## src/rtl/inst_queue.sv

```systemverilog
// ---------------------------------------------------------------------------
// inst_queue -- instruction queue between fetch and decode.
//
// Buffers fetched instruction words with their PC and fetch exception flags
// in a DEPTH-entry circular buffer, so fetch can run ahead while decode is
// stalled. A pipeline flush discards everything.
//
// Ports:
//   clk, rst          clock, synchronous active-high reset
//   flush             discard all entries (highest priority after rst)
//   push_valid/ready  fetch-side handshake; push_pc/inst/except are the payload
//   pop_valid/ready   decode-side handshake; pop_pc/inst/except show the head
//                     (all zero while pop_valid is 0)
//   count             number of occupied entries
//   full              count == DEPTH, feeds the fetch stall request
//
// Optional feature macro: INST_QUEUE_BYPASS_EN
//   When defined, a push into an empty queue that decode consumes in the
//   same cycle is forwarded combinationally to the pop outputs and is never
//   written into storage.
// ---------------------------------------------------------------------------

package inst_queue_pkg;
    typedef logic [31:0] word_t;

    typedef struct packed {
        logic iaddr_miss;
        logic iaddr_invalid;
        logic iaddr_illegal;
    } exceptType_t;
endpackage

module inst_queue
    import inst_queue_pkg::*;
#(
    parameter int DEPTH = 4
) (
    input  logic                     clk,
    input  logic                     rst,
    input  logic                     flush,
    input  logic                     push_valid,
    input  word_t                    push_pc,
    input  word_t                    push_inst,
    input  exceptType_t              push_except,
    output logic                     push_ready,
    output logic                     pop_valid,
    output word_t                    pop_pc,
    output word_t                    pop_inst,
    output exceptType_t              pop_except,
    input  logic                     pop_ready,
    output logic [$clog2(DEPTH):0]   count,
    output logic                     full
);

    localparam int AW = $clog2(DEPTH);
    localparam int PW = AW + 1;

    // Pointers carry one extra wrap bit so full and empty are distinguishable.
    logic [PW-1:0] wr_ptr_q, wr_ptr_d;
    logic [PW-1:0] rd_ptr_q, rd_ptr_d;
    logic          exc_hold_q, exc_hold_d;

    word_t         pc_mem   [DEPTH];
    word_t         inst_mem [DEPTH];
    exceptType_t   exc_mem  [DEPTH];

    logic          empty;
    logic          push_fire;
    logic          pop_fire;
    logic          bypass;
    logic          mem_write;
    logic          push_faulted;
    word_t         push_inst_san;

    assign empty = (wr_ptr_q == rd_ptr_q);
    assign full  = (wr_ptr_q[AW-1:0] == rd_ptr_q[AW-1:0]) &&
                   (wr_ptr_q[AW] != rd_ptr_q[AW]);
    assign count = wr_ptr_q - rd_ptr_q;

    // Acceptance depends only on registered state, so a pop in the same cycle
    // cannot free a slot for a push while full.
    assign push_ready = !full && !exc_hold_q && !flush;
    assign push_fire  = push_valid && push_ready;

    // A faulting fetch delivers a NOP so decode never sees a garbage word.
    assign push_faulted  = (push_except != '0);
    assign push_inst_san = push_faulted ? 32'h0 : push_inst;

`ifdef INST_QUEUE_BYPASS_EN
    // push_ready already includes !flush, so flush also blocks the bypass.
    assign bypass = push_fire && empty && pop_ready;
`else
    assign bypass = 1'b0;
`endif

    assign pop_valid = !empty || bypass;
    assign pop_fire  = pop_valid && pop_ready && !flush;
    assign mem_write = push_fire && !bypass;

    always_comb begin
        pop_pc     = '0;
        pop_inst   = '0;
        pop_except = '0;
        if (bypass) begin
            pop_pc     = push_pc;
            pop_inst   = push_inst_san;
            pop_except = push_except;
        end else if (!empty) begin
            pop_pc     = pc_mem[rd_ptr_q[AW-1:0]];
            pop_inst   = inst_mem[rd_ptr_q[AW-1:0]];
            pop_except = exc_mem[rd_ptr_q[AW-1:0]];
        end
    end

    always_comb begin
        wr_ptr_d   = wr_ptr_q;
        rd_ptr_d   = rd_ptr_q;
        exc_hold_d = exc_hold_q;
        if (flush) begin
            wr_ptr_d   = '0;
            rd_ptr_d   = '0;
            exc_hold_d = 1'b0;
        end else begin
            if (mem_write) begin
                wr_ptr_d = wr_ptr_q + 1'b1;
            end
            // A bypassed entry never reaches storage, so the head stays put.
            if (pop_fire && !bypass) begin
                rd_ptr_d = rd_ptr_q + 1'b1;
            end
            // Anything fetched past a faulting PC is useless; stop accepting.
            if (push_fire && push_faulted) begin
                exc_hold_d = 1'b1;
            end
        end
    end

    always_ff @(posedge clk) begin
        if (rst) begin
            wr_ptr_q   <= '0;
            rd_ptr_q   <= '0;
            exc_hold_q <= 1'b0;
        end else begin
            wr_ptr_q   <= wr_ptr_d;
            rd_ptr_q   <= rd_ptr_d;
            exc_hold_q <= exc_hold_d;
        end
    end

    // Storage is not reset; contents are only observed through valid pointers.
    always_ff @(posedge clk) begin
        if (mem_write && !rst) begin
            pc_mem[wr_ptr_q[AW-1:0]]   <= push_pc;
            inst_mem[wr_ptr_q[AW-1:0]] <= push_inst_san;
            exc_mem[wr_ptr_q[AW-1:0]]  <= push_except;
        end
    end

endmodule

```

## config.mk

```make
export PLATFORM = sky130hd
export DESIGN_NAME = inst_queue
export DESIGN_NICKNAME = d
export VERILOG_FILES = /design/src/rtl/inst_queue.sv
export SDC_FILE = /design/constraint.sdc
export NUM_CORES = 1
export LEC_CHECK = 0
export CAP_MARGIN = 40
export CORE_MARGIN = 2
export CORE_UTILIZATION = 57
export CTS_BUF_LIST = sky130_fd_sc_hd__clkbuf_8
export CTS_CLUSTER_SIZE = 40
export DETAILED_ROUTE_END_ITERATION = 6
export PLACE_DENSITY = 0.82
export SYNTH_ARGS = -nofsm -noshare
export SYNTH_HDL_FRONTEND = slang
export SYNTH_SLANG_ARGS = --single-unit
```

## constraint.sdc

```tcl
create_clock -name clk -period 7.1 [get_ports clk]
set_clock_uncertainty 0.05 [all_clocks]
set_input_delay 0.71 -clock clk [delete_from_list [all_inputs] [get_ports clk]]
set_output_delay 0.71 -clock clk [all_outputs]
set_load 0.01 [all_outputs]
```

==> flow_summary.ini, run 1 <==
[critical_path]
crit_buf_inv = 3
start_kind = flop
crit_path_top_delay_cell = buf_4
cp-end-kind = primary output
reg2reg_depth = 7
r2r_slack_ns = 4.09
r2r_start = wr_ptr_q[0]
crit_cells = 7
arrival_ns = 3.39
worstSetupEndpoint = pop_inst[19]
setup.worst_path.start = wr_ptr_q[0]
crit_chain = inv_1 -> ha_1 -> nand2_1 -> nor2_4 -> buf_4 -> nor2b_1 -> clkdlybuf4s50_1
slowest_delay_ns = 0.59
critPathKind = flop to primary output
crit_family = buffers and inverters
worstPathMaxFanout = 43
crit-reg2reg-capture = inst_mem[1][20]
worst_ep_required_time_ns = 6.34

[place]
gp_congestion = 0.789
hpwlAfterDp_microns = 12000
portBuffers = 144
dpl_cell_area_sq_um = 12700

[clock_network]
cts_made_buffers = 43
ctsResizeCount = 0
postCtsSetupRepairBufs = 0
cts_hold_buf = 0
cts_buffer_depth = 3
clock-sinks = 277
htreeDepth = 2
clkTransAtPathRegs_ns = 0.06
cts-root-buf = clkbuf_8
cts_tree = built
clk-insertion-delay-late_ns = 0.53

[outcome]
status = completed

[layout]
nFillCells = 1099
area_growth_pct = 23.5
final_area_sq_um = 13500
area.sequential_sq_um = 8240
drive_gt1_share_pct = 19.2
antennaDiodeCount = 0
multi_input_area_sq_um = 2540
final_core_util_pct = 71.8
nets = 781

[drt]
drt_iter0_drc = 345
num_vias = 5547
wire_per_inst_microns = 21.0
ant_nets = 0
route.detailed.drc = 0
vias_per_cell = 5.75
drtPass1Iterations = 4
drt-total-wl_microns = 20300

[synthesis]
synth_cell_type_count = 30
synth_edf_count = 268
yosysSeqAreaShare_pct = 75.4
synth_nets = 605
async_reset_ff_share_pct = 0
synthCells = 525
synth.avg_cell_area_sq_um = 20.8
synth-main-ff-cell = edfxtp_1
netlist_area_sq_um = 10900
ys_seq_elements = 277
yosys_warnings = 0

[power]
ir_drop_v = 0.000182
totalPowerFinal_uw = 3150
power_density_nw_per_um2 = 234
leakage_uw = 0.00417

[grt]
grt_overflow_total = 0
grt_max_degree = 48
grt_pass1_wl_microns = 31600
grt_usage_pct = 20.8
first_global_vias = 5989
grt_antenna_before_repair = 0

[worst_hold_path]
hold_class = flop to flop

[timing]
final-hold-violation-count = 0
finalCritPeriodShare_pct = 58.5
max_freq_mhz = 241
rsz0062_at_grt = no
finalSetupViolations = 0
period_needed_ns = 4.15
holdWs_ns = 0.434
worst_slew_pin_slew_ns = 0.755
setup_tns_ns = 0
drv_slew = 0
relSlewSlack_pct = 49.5

[floorplan]
ioPinCount = 145
core_area_sq_um = 18800
std_cell_rows = 50
die_h_microns = 142
die_w_microns = 142
dieArea_sq_um = 20300
initial_core_util_pct = 58.2

[flow_run]
drv_cap = 0
-- layout by cell type, fill, tap and decap left out, types with 2 or more instances in the layout --
| cell | count |
|---|---|
| xnor2_1 | 2 |
| clkbuf_8 | 45 |
| inv_1 | 19 |
| dfxtp_4 | 2 |
| nor2b_1 | 67 |
| or3_1 | 2 |
| ha_1 | 7 |
| clkinv_1 | 11 |
| mux2i_1 | 6 |
| mux4_2 | 67 |
| nand2_1 | 9 |
| clkinv_2 | 6 |
| nor2_1 | 3 |
| edfxtp_1 | 268 |
| clkdlybuf4s50_1 | 144 |
| dfxtp_1 | 7 |
| and2_1 | 33 |
| o211ai_1 | 2 |
| buf_4 | 7 |
| buf_12 | 5 |
| and4b_4 | 3 |
-- synth_stat cells (all sizes together) (3+ instances only) --
library cell,number,share of area [%]
clkbuf,9,0.32
edfxtp,268,74
inv,8,0.28
mux2i,6,0.55
nand2,9,0.31
dfxtp,9,1.7
and2,33,1.9
ha,7,0.80
nor2,4,0.14
nor2b,68,3.9
and4b,3,0.28
mux4,67,14
buf,17,1.0
-- metal layers --
layer,vias up,global-route usage (%),share of wire [%]
li1,2436,-,-
met1,2820,27.5,40
met2,244,34.9,50
met3,47,4.54,7.9
met4,0,6.93,2.2
met5,-,0,0
-- stage by stage --
step,cells,setup WS [ns]
after floorplan,525,2.47
after global placement,884,3.48
after detailed placement,890,3.47
after CTS,964,2.87
after global routing,964,2.72
final,964,2.95
-- worst reg2reg max path, stage by stage, from the launching register on --
cell	delay, ns
dfxtp_1	0.39
inv_1	0.11
ha_1	0.34
and2_1	0.21
a21boi_0	0.50
and4b_4	0.32
buf_4	0.43
buf_12	0.30
-- area by class of cell --
type	count	share of cell area, %
sequential	277	61.1
multi-input combinational	214	18.8
timing repair buffer	157	12.0
clock buffer	45	4.59
tap	234	2.17
clock inverter	29	1.06
inverter	8	0.223
-- cell families (layout without fill, tap and decap cells) --
| kind of cell | Yosys count | count (layout) | synth area share, % |
|---|---|---|---|
| buffers and inverters | 34 | 239 | 1.64 |
| adder cells (fa/ha/maj) | 8 | 8 | 0.986 |
| XOR/XNOR | 3 | 3 | 0.241 |
| flip-flops | 277 | 277 | 75.4 |
| multiplexers | 73 | 73 | 14.4 |
| AO/OA/AOI/OAI | 7 | 7 | 0.527 |
| AND/OR/NAND/NOR | 123 | 123 | 6.85 |
-- how the worst min path moves through the flow --
stage               slack, ns  cells after the start       start          to
finish                   0.43                      1  exc_hold_q  exc_hold_q
global route             0.44                      1  exc_hold_q  exc_hold_q
CTS                      0.43                      1  exc_hold_q  exc_hold_q
detailed placement       0.42                      1  exc_hold_q  exc_hold_q
global placement         0.42                      1  exc_hold_q  exc_hold_q
floorplan                0.40                      1  exc_hold_q  exc_hold_q
-- power by group --
| group | switching [uW] | internal [uW] |
|---|---|---|
| Clock | 560 | 619 |
| Combinational | 69.5 | 91.4 |
| Sequential | 5.65 | 1800 |
-- flip-flops by register name, indices dropped and copies added (netlist names), named ones only --
name / count
wr_ptr_q: 3
inst_mem: 128
exc_mem: 12
rd_ptr_q: 3
exc_hold_q: 1
pc_mem: 128
(Power assumes the default switching activity.)
==> run 2: changes to the inputs <==
- clock period: 7.1 -> 4.3 ns (I/O delays scaled with it)
==> run 2 against run 1 <==
Compared with the run above: core utilization barely moved; largest cell class unchanged; highest routed layer is now met5; non-clock buffer count is 3 lower; register-to-register slack got worse by 2.7 ns.
==> flow_summary.ini, run 2 (synthesis results as in run 1) <==
[critical_path]
setup.worst_path.start = wr_ptr_q[0]
slowest_delay_ns = 0.56
arrival_ns = 3.03
crit_path_top_delay_cell = nor2_4
start_kind = flop
cp-end-kind = primary output
critPathKind = flop to primary output
r2r_slack_ns = 1.42
worstSetupEndpoint = pop_inst[0]
r2r_start = wr_ptr_q[0]
crit-reg2reg-capture = pc_mem[1][10]
worstPathMaxFanout = 46
worst_ep_required_time_ns = 3.82
reg2reg_depth = 6
crit_chain = inv_1 -> ha_1 -> nand2_1 -> nor2_4 -> buf_12 -> nor2b_1 -> clkdlybuf4s50_1

[floorplan]
core_area_sq_um = 18800
ioPinCount = 145
die_w_microns = 142
dieArea_sq_um = 20300
die_h_microns = 142
std_cell_rows = 50
initial_core_util_pct = 58.2

[power]
p_int_uw = 4180
clkPwrFrac_pct = 38.0
p_switching_uw = 1060
seq_power_share_pct = 56.9
sw_frac_of_total_pct = 20.3
ir_drop_v = 0.000285
power_density_nw_per_um2 = 389
pwr-share-comb_pct = 5.0
leakage_uw = 0.00415

[drt]
num_vias = 5413
vias_per_cell = 5.63
wire_per_inst_microns = 20.8
ant_nets = 0
drt-total-wl_microns = 20000
drt_iter0_drc = 357
drtPass1Iterations = 5
route.detailed.drc = 0

[timing]
period_needed_ns = 3.51
max_freq_mhz = 285
rsz0062_at_grt = no
final-hold-violation-count = 0
finalSetupViolations = 0
relSlewSlack_pct = 53.5
holdWs_ns = 0.435
setup_ws_ns = 0.788
finalCritPeriodShare_pct = 81.7
setup_tns_ns = 0
worst_slew_pin_slew_ns = 0.695
drv_slew = 0

[place]
dp_slack_ns = 1.31
hpwlAfterDp_microns = 11900
dpl_cell_area_sq_um = 12700
gp_congestion = 0.790
portBuffers = 144
dp_cells = 887

[clock_network]
cts_buffer_depth = 3
cts_hold_buf = 0
clock-sinks = 277
clk-insertion-delay-late_ns = 0.53
clkTransAtPathRegs_ns = 0.06
postCtsSetupRepairBufs = 0
htreeDepth = 2
ctsResizeCount = 0
cts_made_buffers = 42
cts-root-buf = clkbuf_8
cts_tree = built

[flow_run]
drv_cap = 0

[grt]
grt_overflow_total = 0
grt_pass1_wl_microns = 30700
grt_antenna_before_repair = 1
first_global_vias = 5547
grt_usage_pct = 20.2
grt_max_degree = 61

[layout]
final_common_cell = edfxtp_1
drive_gt1_share_pct = 19.1
final_area_sq_um = 13500
nFillCells = 1133
final_cells = 961
nets = 777
area_growth_pct = 23.4
final_cell_mix = edfxtp_1, clkdlybuf4s50_1, mux4_2, nor2b_1, clkbuf_8
antennaDiodeCount = 0

[worst_hold_path]
hold_class = flop to flop

[outcome]
status = completed
[run 2: cell type report]
type | instances | area [sq um] | area share [%]
flip-flops and latches | 277 | 8240 | 61.1
multi-input cells | 214 | 2540 | 18.9
clock inverters | 31 | 185 | 1.37
repair buffers | 154 | 1600 | 11.9
clock buffers | 43 | 592 | 4.39
well taps | 234 | 293 | 2.17
inverters | 8 | 30.0 | 0.223
[run 2: worst min path at each step]
stage / from / to / slack [ns] / cells after the start
after detailed placement: exc_hold_q / exc_hold_q / 0.41 / 1
after global routing: exc_hold_q / exc_hold_q / 0.46 / 1
after global placement: exc_hold_q / exc_hold_q / 0.43 / 1
after floorplan: exc_hold_q / exc_hold_q / 0.40 / 1
after CTS: exc_hold_q / exc_hold_q / 0.43 / 1
final: exc_hold_q / exc_hold_q / 0.43 / 1
[run 2: routing by layer]
metal | up-vias | track usage, % | part of all wire (%)
met4 | 2 | 5.73 | 1.3
met2 | 213 | 33.8 | 50
li1 | 2434 | - | -
met5 | - | 0 | 0.070
met3 | 25 | 4.31 | 7.2
met1 | 2739 | 27.3 | 41
[run 2: per-stage QoR]
step,total power (uW),util [%]
detailed placement,3310,67.7
global placement,3300,67.5
CTS,5290,71.8
floorplan,3150,-
finish,5240,71.8
global route,5420,71.8
[run 2: critical path: cells and delay by family, from the launching register on]
| kind | cells | cell delay, ns |
|---|---|---|
| adders and majority gates | 1 | 0.32 |
| buffers and inverters | 3 | 0.91 |
| DFF | 1 | 0.37 |
| and+or+nand+nor | 3 | 0.84 |
[run 2: power groups by stage]
stage	combinational (uW)	sequential, uW	clock [uW]
6_report	264	2990	1990
3_5_place_dp	265	3040	0
5_1_grt	283	2990	2150
2_1_floorplan	106	3040	0
4_1_cts	267	2990	2040
3_3_place_gp	258	3040	0
